==> config.mk <==
export PLATFORM = sky130hd
export DESIGN_NAME = keypad_entry_flat
export DESIGN_NICKNAME = d
export VERILOG_FILES = /design/src/rtl/keypad_entry_if.sv /design/src/rtl/keypad_entry.sv /design/src/flat_wrapper.sv
export SDC_FILE = /design/constraint.sdc
export NUM_CORES = 1
export LEC_CHECK = 0
export ABC_AREA = 1
export ABC_CLOCK_PERIOD_IN_PS = 1800
export CAP_MARGIN = 15
export CORE_MARGIN = 3
export CORE_UTILIZATION = 49
export DETAILED_ROUTE_END_ITERATION = 10
export GPL_ROUTABILITY_DRIVEN = 0
export GPL_TIMING_DRIVEN = 0
export PLACE_DENSITY = 0.77
export SLEW_MARGIN = 20
export SYNTH_ARGS = -nofsm -noshare
export SYNTH_HDL_FRONTEND = slang
export SYNTH_SLANG_ARGS = --single-unit
==> constraint.sdc <==
create_clock -name clk -period 1.8 [get_ports clk]
set_input_delay 0.45 -clock clk [delete_from_list [all_inputs] [get_ports clk]]
set_output_delay 0.45 -clock clk [all_outputs]
set_load 0.02 [all_outputs]
==> src/rtl/keypad_entry_if.sv <==
// keypad_entry_if: keypad scan pins plus the entered-word / key-event outputs.
// master = the side that drives the keypad rows and timing (board / bench),
// slave  = keypad_entry itself.
interface keypad_entry_if;
    logic        ce1ms;
    logic        clr;
    logic [3:0]  row;
    logic [3:0]  col;
    logic [15:0] dat;
    logic [1:0]  ptr;
    logic [3:0]  key_code;
    logic        key_valid;

    modport master (
        output ce1ms, clr, row,
        input  col, dat, ptr, key_code, key_valid
    );

    modport slave (
        input  ce1ms, clr, row,
        output col, dat, ptr, key_code, key_valid
    );
endinterface

==> src/rtl/keypad_entry.sv <==
// keypad_entry: 4x4 hex keypad scanner with debounce, assembling a 16-bit hex
// word (newest digit in dat[3:0]) and a decimal-point pointer for the display.
// All timing runs off the 1 ms clock enable ce1ms.
// Optional build macro KEYPAD_AUTOREPEAT_EN: a held key is re-accepted every
// REPEAT_MS ticks after an initial REPEAT_MS hold.
//
// state     | meaning
// ----------+------------------------------------------------------------
// SCAN      | rotating the low column each tick, looking for one low row
// DEB_PRESS | column frozen, counting ticks the latched row stays stable
// HELD      | key accepted, waiting for all rows high (optionally repeating)
// DEB_REL   | counting ticks of all rows high before scanning resumes
module keypad_entry #(
    parameter int DEB_MS    = 20,
    parameter int REPEAT_MS = 500
) (
    input  logic           clk,
    input  logic           rst_n,
    keypad_entry_if.slave  kp
);

    typedef enum logic [1:0] {SCAN, DEB_PRESS, HELD, DEB_REL} state_t;

    localparam logic [7:0] DEB_TC = 8'(DEB_MS);

    // Elaboration-time guard against parameter values the counters cannot hold.
    if (DEB_MS < 1 || DEB_MS > 255 || REPEAT_MS < 1) begin : g_bad_param
        $error("keypad_entry: DEB_MS must be 1..255 and REPEAT_MS >= 1");
    end

    state_t      state, state_nxt;
    logic [1:0]  col_idx, col_idx_nxt;
    logic [3:0]  row_lat, row_lat_nxt;
    logic [7:0]  deb_cnt, deb_cnt_nxt;
    logic [7:0]  deb_inc;
    logic        one_low;
    logic        accept;
    logic [1:0]  row_idx;
    logic [3:0]  code;

    logic [15:0] dat_q;
    logic [2:0]  cnt;
    logic [3:0]  key_code_q;
    logic        key_valid_q;

`ifdef KEYPAD_AUTOREPEAT_EN
    localparam int REP_W = (REPEAT_MS > 1) ? $clog2(REPEAT_MS + 1) : 1;
    localparam logic [REP_W-1:0] REP_TC = REP_W'(REPEAT_MS);
    logic [REP_W-1:0] rep_cnt, rep_cnt_nxt, rep_inc;
    assign rep_inc = rep_cnt + 1'b1;
`endif

    assign deb_inc = deb_cnt + 8'd1;
    assign one_low = (kp.row == 4'b1110) || (kp.row == 4'b1101) ||
                     (kp.row == 4'b1011) || (kp.row == 4'b0111);

    // Row index of the latched single-low row pattern.
    always_comb begin
        row_idx = 2'd3;
        case (row_lat)
            4'b1110: row_idx = 2'd0;
            4'b1101: row_idx = 2'd1;
            4'b1011: row_idx = 2'd2;
            default: row_idx = 2'd3;
        endcase
    end

    assign code = {row_idx, col_idx};

    // Next-state logic: scan, debounce press/release, detect acceptance.
    always_comb begin
        state_nxt   = state;
        col_idx_nxt = col_idx;
        row_lat_nxt = row_lat;
        deb_cnt_nxt = deb_cnt;
        accept      = 1'b0;
`ifdef KEYPAD_AUTOREPEAT_EN
        rep_cnt_nxt = rep_cnt;
`endif
        if (kp.ce1ms) begin
            case (state)
                SCAN: begin
                    if (one_low) begin
                        row_lat_nxt = kp.row;
                        deb_cnt_nxt = 8'd0;
                        state_nxt   = DEB_PRESS;
                    end else begin
                        // Idle or multi-key chords both just keep rotating.
                        col_idx_nxt = col_idx + 2'd1;
                    end
                end
                DEB_PRESS: begin
                    if (kp.row == row_lat) begin
                        deb_cnt_nxt = deb_inc;
                        if (deb_inc == DEB_TC) begin
                            accept      = 1'b1;
                            deb_cnt_nxt = 8'd0;
                            state_nxt   = HELD;
`ifdef KEYPAD_AUTOREPEAT_EN
                            rep_cnt_nxt = '0;
`endif
                        end
                    end else begin
                        deb_cnt_nxt = 8'd0;
                        state_nxt   = SCAN;
                    end
                end
                HELD: begin
                    if (kp.row == 4'hF) begin
                        deb_cnt_nxt = 8'd0;
                        state_nxt   = DEB_REL;
                    end
`ifdef KEYPAD_AUTOREPEAT_EN
                    else if (rep_inc == REP_TC) begin
                        accept      = 1'b1;
                        rep_cnt_nxt = '0;
                    end else begin
                        rep_cnt_nxt = rep_inc;
                    end
`endif
                end
                DEB_REL: begin
                    if (kp.row == 4'hF) begin
                        deb_cnt_nxt = deb_inc;
                        if (deb_inc == DEB_TC) begin
                            deb_cnt_nxt = 8'd0;
                            state_nxt   = SCAN;
                        end
                    end else begin
                        state_nxt = HELD;
`ifdef KEYPAD_AUTOREPEAT_EN
                        rep_cnt_nxt = '0;
`endif
                    end
                end
                default: state_nxt = SCAN;
            endcase
        end
    end

    // FSM and scan/debounce registers.
    always_ff @(posedge clk or negedge rst_n) begin
        if (!rst_n) begin
            state   <= SCAN;
            col_idx <= 2'd0;
            row_lat <= 4'hF;
            deb_cnt <= 8'd0;
`ifdef KEYPAD_AUTOREPEAT_EN
            rep_cnt <= '0;
`endif
        end else begin
            state   <= state_nxt;
            col_idx <= col_idx_nxt;
            row_lat <= row_lat_nxt;
            deb_cnt <= deb_cnt_nxt;
`ifdef KEYPAD_AUTOREPEAT_EN
            rep_cnt <= rep_cnt_nxt;
`endif
        end
    end

    // Entered word, digit count and key event; clr wins over a same-cycle key.
    always_ff @(posedge clk or negedge rst_n) begin
        if (!rst_n) begin
            dat_q       <= 16'h0000;
            cnt         <= 3'd0;
            key_code_q  <= 4'h0;
            key_valid_q <= 1'b0;
        end else begin
            key_valid_q <= accept;
            if (accept) begin
                key_code_q <= code;
                dat_q      <= {dat_q[11:0], code};
                cnt        <= (cnt == 3'd4) ? 3'd4 : cnt + 3'd1;
            end
            if (kp.clr) begin
                dat_q <= 16'h0000;
                cnt   <= 3'd0;
            end
        end
    end

    assign kp.col       = ~(4'b0001 << col_idx);
    assign kp.dat       = dat_q;
    assign kp.ptr       = (cnt < 3'd2) ? 2'd0 : 2'(cnt - 3'd1);
    assign kp.key_code  = key_code_q;
    assign kp.key_valid = key_valid_q;

endmodule

==> src/flat_wrapper.sv <==
// flat-port wrapper written by rule: the top's interface ports become plain ports
module keypad_entry_flat 
#(
    parameter int DEB_MS    = 20,
    parameter int REPEAT_MS = 500
)
  (clk, rst_n, kp_ce1ms, kp_clr, kp_row, kp_col, kp_dat, kp_ptr, kp_key_code, kp_key_valid);
  keypad_entry_if kp_i ();
  input  logic clk;
  input  logic rst_n;
  input wire logic [$bits(kp_i.ce1ms)-1:0] kp_ce1ms;
  input wire logic [$bits(kp_i.clr)-1:0] kp_clr;
  input wire logic [$bits(kp_i.row)-1:0] kp_row;
  output wire logic [$bits(kp_i.col)-1:0] kp_col;
  output wire logic [$bits(kp_i.dat)-1:0] kp_dat;
  output wire logic [$bits(kp_i.ptr)-1:0] kp_ptr;
  output wire logic [$bits(kp_i.key_code)-1:0] kp_key_code;
  output wire logic [$bits(kp_i.key_valid)-1:0] kp_key_valid;
  assign kp_i.ce1ms = kp_ce1ms;
  assign kp_i.clr = kp_clr;
  assign kp_i.row = kp_row;
  assign kp_col = kp_i.col;
  assign kp_dat = kp_i.dat;
  assign kp_ptr = kp_i.ptr;
  assign kp_key_code = kp_i.key_code;
  assign kp_key_valid = kp_i.key_valid;
  keypad_entry #(.DEB_MS(DEB_MS), .REPEAT_MS(REPEAT_MS)) u_core (.clk(clk), .rst_n(rst_n), .kp(kp_i));
endmodule
* After elaboration in Yosys (flattened, before gate mapping)
Cells that the tools add are included.
** Storage, ports and cells
- Bits in registers :: 40
- Word-level logic and storage cells :: 68
- Bits of input ports :: 8
** Cells by class
- Multiplexer cells :: 24
- Equal/unequal tests :: 19
- Shift operators :: 1
- Order comparisons :: 1
- Bitwise gates (word level) :: 2
- Reductions and logical operators :: 9
- Add/subtract/negate cells :: 4
** Operators with widths (number)
- two-way mux 8 bit :: 5
- two-way mux 16 bit :: 2
- case mux 8 bit (4 select lines) :: 1
- == test 4 bit (second input constant) :: 7
- two-way mux 2 bit :: 7
- two-way mux 3 bit :: 3
- adder 8 x 1 -> 8 bit (second input constant) :: 1
- == test 8 x 5 -> 1 bit (second input constant) :: 1
- case mux 2 bit (4 select lines) :: 1
- inequality test 2 x 1 -> 1 bit (second input constant) :: 3
- case mux 2 bit (3 select lines) :: 1
- AND reduction 3 bit :: 2
- AND reduction 5 bit :: 1
- == test 2 bit (second input constant) :: 2
- == test 4 x 3 -> 1 bit (second input constant) :: 1
- == test 4 bit :: 1
- two-way mux 1 bit :: 4
- inverter 4 bit :: 1
- AND reduction 4 bit :: 1
- left shift 1 x 2 -> 4 bit (first input constant) :: 1
- adder 3 x 1 -> 3 bit (second input constant) :: 1
- == test 3 bit (second input constant) :: 1
- logical OR 1 bit :: 3
- less-than comparator 3 x 2 -> 1 bit (second input constant) :: 1
- other kinds (8) :: 8

* Longest topological paths before layout
- Depth after elaboration :: 8
- Depth in mapped cells :: 12
- Gate-level depth less buffers :: 11

* Worst setup path before layout
OpenSTA, ideal clock, no wires.
- Path type :: register to register
- Start point :: register u_core.deb_cnt[0]
- End point :: register u_core.dat_q[10] (netlist: u_core.kp.dat[10])
- Setup time :: 119 ps
- Arrival time :: 1517 ps
- Clock period less this slack :: 1636 ps
- Cell stages (with the launch flop) :: 12
- Path slack :: 164 ps
- Cell sequence :: dfrtp_1 > ha_1 > nand2_1 > nor2_4 > nand3_2 > nand2_2 > nand2_2 > nor2_4 > nand3_4 > buf_6 > nand3_1 > nand2_1
** Between the ends
- Cells in the longest elaborated chain, start to end :: 7
** RTL lines
- start: declaration :: RTL line keypad_entry.sv:34 : logic [7:0] deb_cnt, deb_cnt_nxt;
- start signal: assignment :: RTL line keypad_entry.sv:155 : deb_cnt <= deb_cnt_nxt;
- adder 8 x 1 -> 8 bit :: RTL line keypad_entry.sv:53 : assign deb_inc = deb_cnt + 8'd1;
- == test 8 x 5 -> 1 bit :: RTL line keypad_entry.sv:95 : if (deb_inc == DEB_TC) begin
- two-way mux 1 bit :: RTL line keypad_entry.sv:95
- two-way mux 1 bit :: RTL line keypad_entry.sv:93 : if (kp.row == row_lat) begin
- two-way mux 1 bit :: RTL line keypad_entry.sv:81 : case (state)
- two-way mux 1 bit :: RTL line keypad_entry.sv:80 : if (kp.ce1ms) begin
- nonzero test 2 bit (no line)
- end signal: assignment :: RTL line keypad_entry.sv:173 : dat_q <= {dat_q[11:0], code};
- end: declaration :: RTL line keypad_entry.sv:41 : logic [15:0] dat_q;
Every way passes these cells.
A chain may end at the register's enable or synchronous reset.

* Worst setup path in the final report
- Start point :: register u_core.dat_q[3] (netlist: u_core.kp.dat[3])
- End point :: output port kp_dat[3]
** RTL lines
- end: declaration :: RTL line flat_wrapper.sv:15 : output wire logic [$bits(kp_i.dat)-1:0] kp_dat;
No word-level cell between the ends.

==> impl_results.md <==
* Outcome: complete, no violations
* Mapped Avg Cell Area at between 8 and 9 um2
* EDFF count, synth at 0
* CTS Sinks at 40
* Internal power at around 1.6 mW
* Share of power burned in the clock network at around a quarter
* Sequential share of power at approximately 44%
* Core Util, Final at 66.05%
* Switching Power at between 0.9 and 1 mW
* Nets at 369
* PD cells at slightly above 800 nW/um2
* Post-synthesis instance area at 2435 um2
* Worst Skew at 0.009722 ns
* Cell Rows at 25
* Dominant delay contributor by cell family on the critical path: buffers and inverters
* Min Hold Slack at roughly 0.024 ns
* DRT Pass-1 Iters at 4
* Initial antenna violation count at 0
* Die Span Y at 76.49 um
* Final period utilization at about 100%
* Design area at 3141 um2
* Required time of the critical path at between 1 and 1.5 ns
* Fin crit period at ~1.8 ns
* CTS tree: built
* Clk Latency, worst-skew pair at 0.30 ns
* Final setup vio count at 0
* Final WL at 5.532 mm
* Syn Nets at about 320
* Synth Instances at between 300 and 400
* First-pass GRT wire length at approximately 8.9 mm
* Synth cell types at 34
* Worst reg-to-reg setup slack at about 0.090 ns
* Max incr delay on CP at ~0.63 ns
* Worst Setup Start Kind: register
* CP max FO at 3
* Placed Cells at around 400
* Die span in x at 76.49 um
* Async set-reset flop share out of synthesis at 100.0%
* Cells along the critical path: clkdlybuf4s50_1
* Pin count of the biggest net entering global routing at 32
* Min-Delay Path Class: in -> async
* DR iter-0 viols at about 130
* Root Buffer: clkbuf_8
* Fmax at 0.5648 GHz
* Switch share at a little under two fifths
* GRT Overall Usage at 18.45%
* Max-slew headroom at between 60 and 70%
* DP HPWL at about 3.8 mm
* Core footprint at 4755 um2
* P&R area growth vs syn at 28.98%
* CTS Buf Count at 5
* Drt via density at ~5.2
* CTS max path bufs at 2
* Post-DP Area at 2874 um2
* Fraction of layout cells with a size suffix above 1 at between 20% and 30%
* IO Port Bufs at 34
* Post-route setup TNS at 0 ns
* Yosys top cell area share at between 30% and 40%
* Full die area at 5851 um2
* # diodes at 0
* Wirelength per Cell at 13.11 um
* Io pins at 35
* WP buf/inv at 1
* WP data arrival at approximately 1.3 ns
* Fin cells at ~420
* Area contributors post-synth: dfrtp_1, nand2_1, nand3_1
* ANT nets after route at 0
* Flip-flop and latch count after synthesis at 40
* # H-tree levels at 2
* Most common cell in the netlist: nand2_1
* Grt total ovfl at 0
* Slowest library cell on the worst path: clkdlybuf4s50_1
* Leakage at between 1.5 and 2 nW
* Top FF cell, synth: dfrtp_1
* Endpoint class of the critical path: primary output
* Slew @ Worst Pin at just under 0.5 ns
* Synth cell count leaders: nand2_1, dfrtp_1, inv_1, nand3_1, nand4_1
* YS warnings at 0
* Yosys top cell by area: dfrtp_1
* Drt drc at 0
* Slew Viols, Final at 0
* Hold Fails Final Rpt at 0
* Clock transition at path regs at ~0.080 ns
* Peak VDD IR at 0.7629 mV
* Number of global-route vias before repair at 2019
* CP Class: reg -> out
* Seq/Total Area, Yosys at between 40% and 50%
* Max-cap viol count at 0
* Initial Util at between 50 and 60%
* DR vias at between 2000 and 2500
* Combinational Power Share at a little under a third
layout by cell type (no fill, tap or decap), drive strengths merged:
cell type,instances
nand2,92
inv,37
dfrtp,36
nand3,34
nor2,28
clkdlybuf4s50,22
buf,22
nand4,20
o21ai,15
clkbuf,8
ha,7
a21oi,6
dlygate4sd2,4
dfstp,4
nor4,4
clkdlybuf4s15,3
o21bai,2
xor2,2
clkinvlp,2
dlymetal6s2s,2
nand3b,2
clkinv,1
nor3,1
or2,1
state kept, by name, summed over array words and instances, names as in the netlist:
register             count
u_core.kp.key_code       4
u_core.kp.key_valid      1
u_core.row_lat           4
u_core.cnt               3
u_core.kp.dat           16
u_core.state             2
u_core.col_idx           2
u_core.deb_cnt           8
path summary, 6_finish.rpt:
kind,start,endpoint,cells past startpoint
max,u_core.kp.dat[3],kp_dat[3],1
min,rst_n,u_core.deb_cnt[4],1
max reg2reg,u_core.deb_cnt[0],u_core.kp.dat[3],11
min reg2reg,u_core.kp.key_code[0],u_core.kp.key_code[0],2
max in group asynchronous,rst_n,u_core.row_lat[0],2
min in group clk,kp_row[1],u_core.row_lat[1],3
power groups by stage:
stage                     clock network (mW)  logic [mW]  registers, mW
final                                  0.644       0.804           1.13
after global routing                   0.687       0.894           1.15
after CTS                              0.649       0.741           1.12
after detailed placement                   0       0.732           1.15
after global placement                     0       0.707           1.14
after floorplan                            0       0.505           1.12
stage by stage:
step	power, mW	setup slack, ns
after floorplan	1.625	0.1643
after global placement	1.851	-0.7576
after detailed placement	1.878	-0.4581
after CTS	2.514	0.009403
after global routing	2.726	-0.01177
final	2.580	0.02949
timing repair:
action	CTS	global route
setup buffers	4	7
endpoints found under the setup margin	37	40
resized for setup	23	21
hold buffers	0	0
pin swaps	5	5
endpoints found under the hold margin	0	0
routing by layer:
layer | global-route usage (%) | part of all wire, %
met1 | 23.83 | 45
met2 | 31.46 | 48
met4 | 5.978 | 2.2
met3 | 3.073 | 5.0
met5 | 0 | 0
layout make-up:
| cell class | instances | area (um2) |
|---|---|---|
| buffer | 9 | 77.57 |
| clock buffer | 6 | 82.58 |
| clock inverter | 2 | 15.01 |
| fill | 414 | 1614 |
| inverter | 38 | 145.1 |
| multi-input combinational | 214 | 1285 |
| sequential | 40 | 1006 |
| tap | 67 | 83.83 |
| timing repair buffer | 46 | 445.4 |
cell families (layout without fill, tap and decap cells):
group,after synthesis,after routing,synth area share [%]
fa+ha+maj,7,7,3.597
buf+inv,47,101,8.992
flops,40,40,41.32
xor+xnor,2,2,0.7196
simple gates,182,182,40.29
compound gates,23,23,5.087
Note: power is estimated with default switching activity, not from simulation.
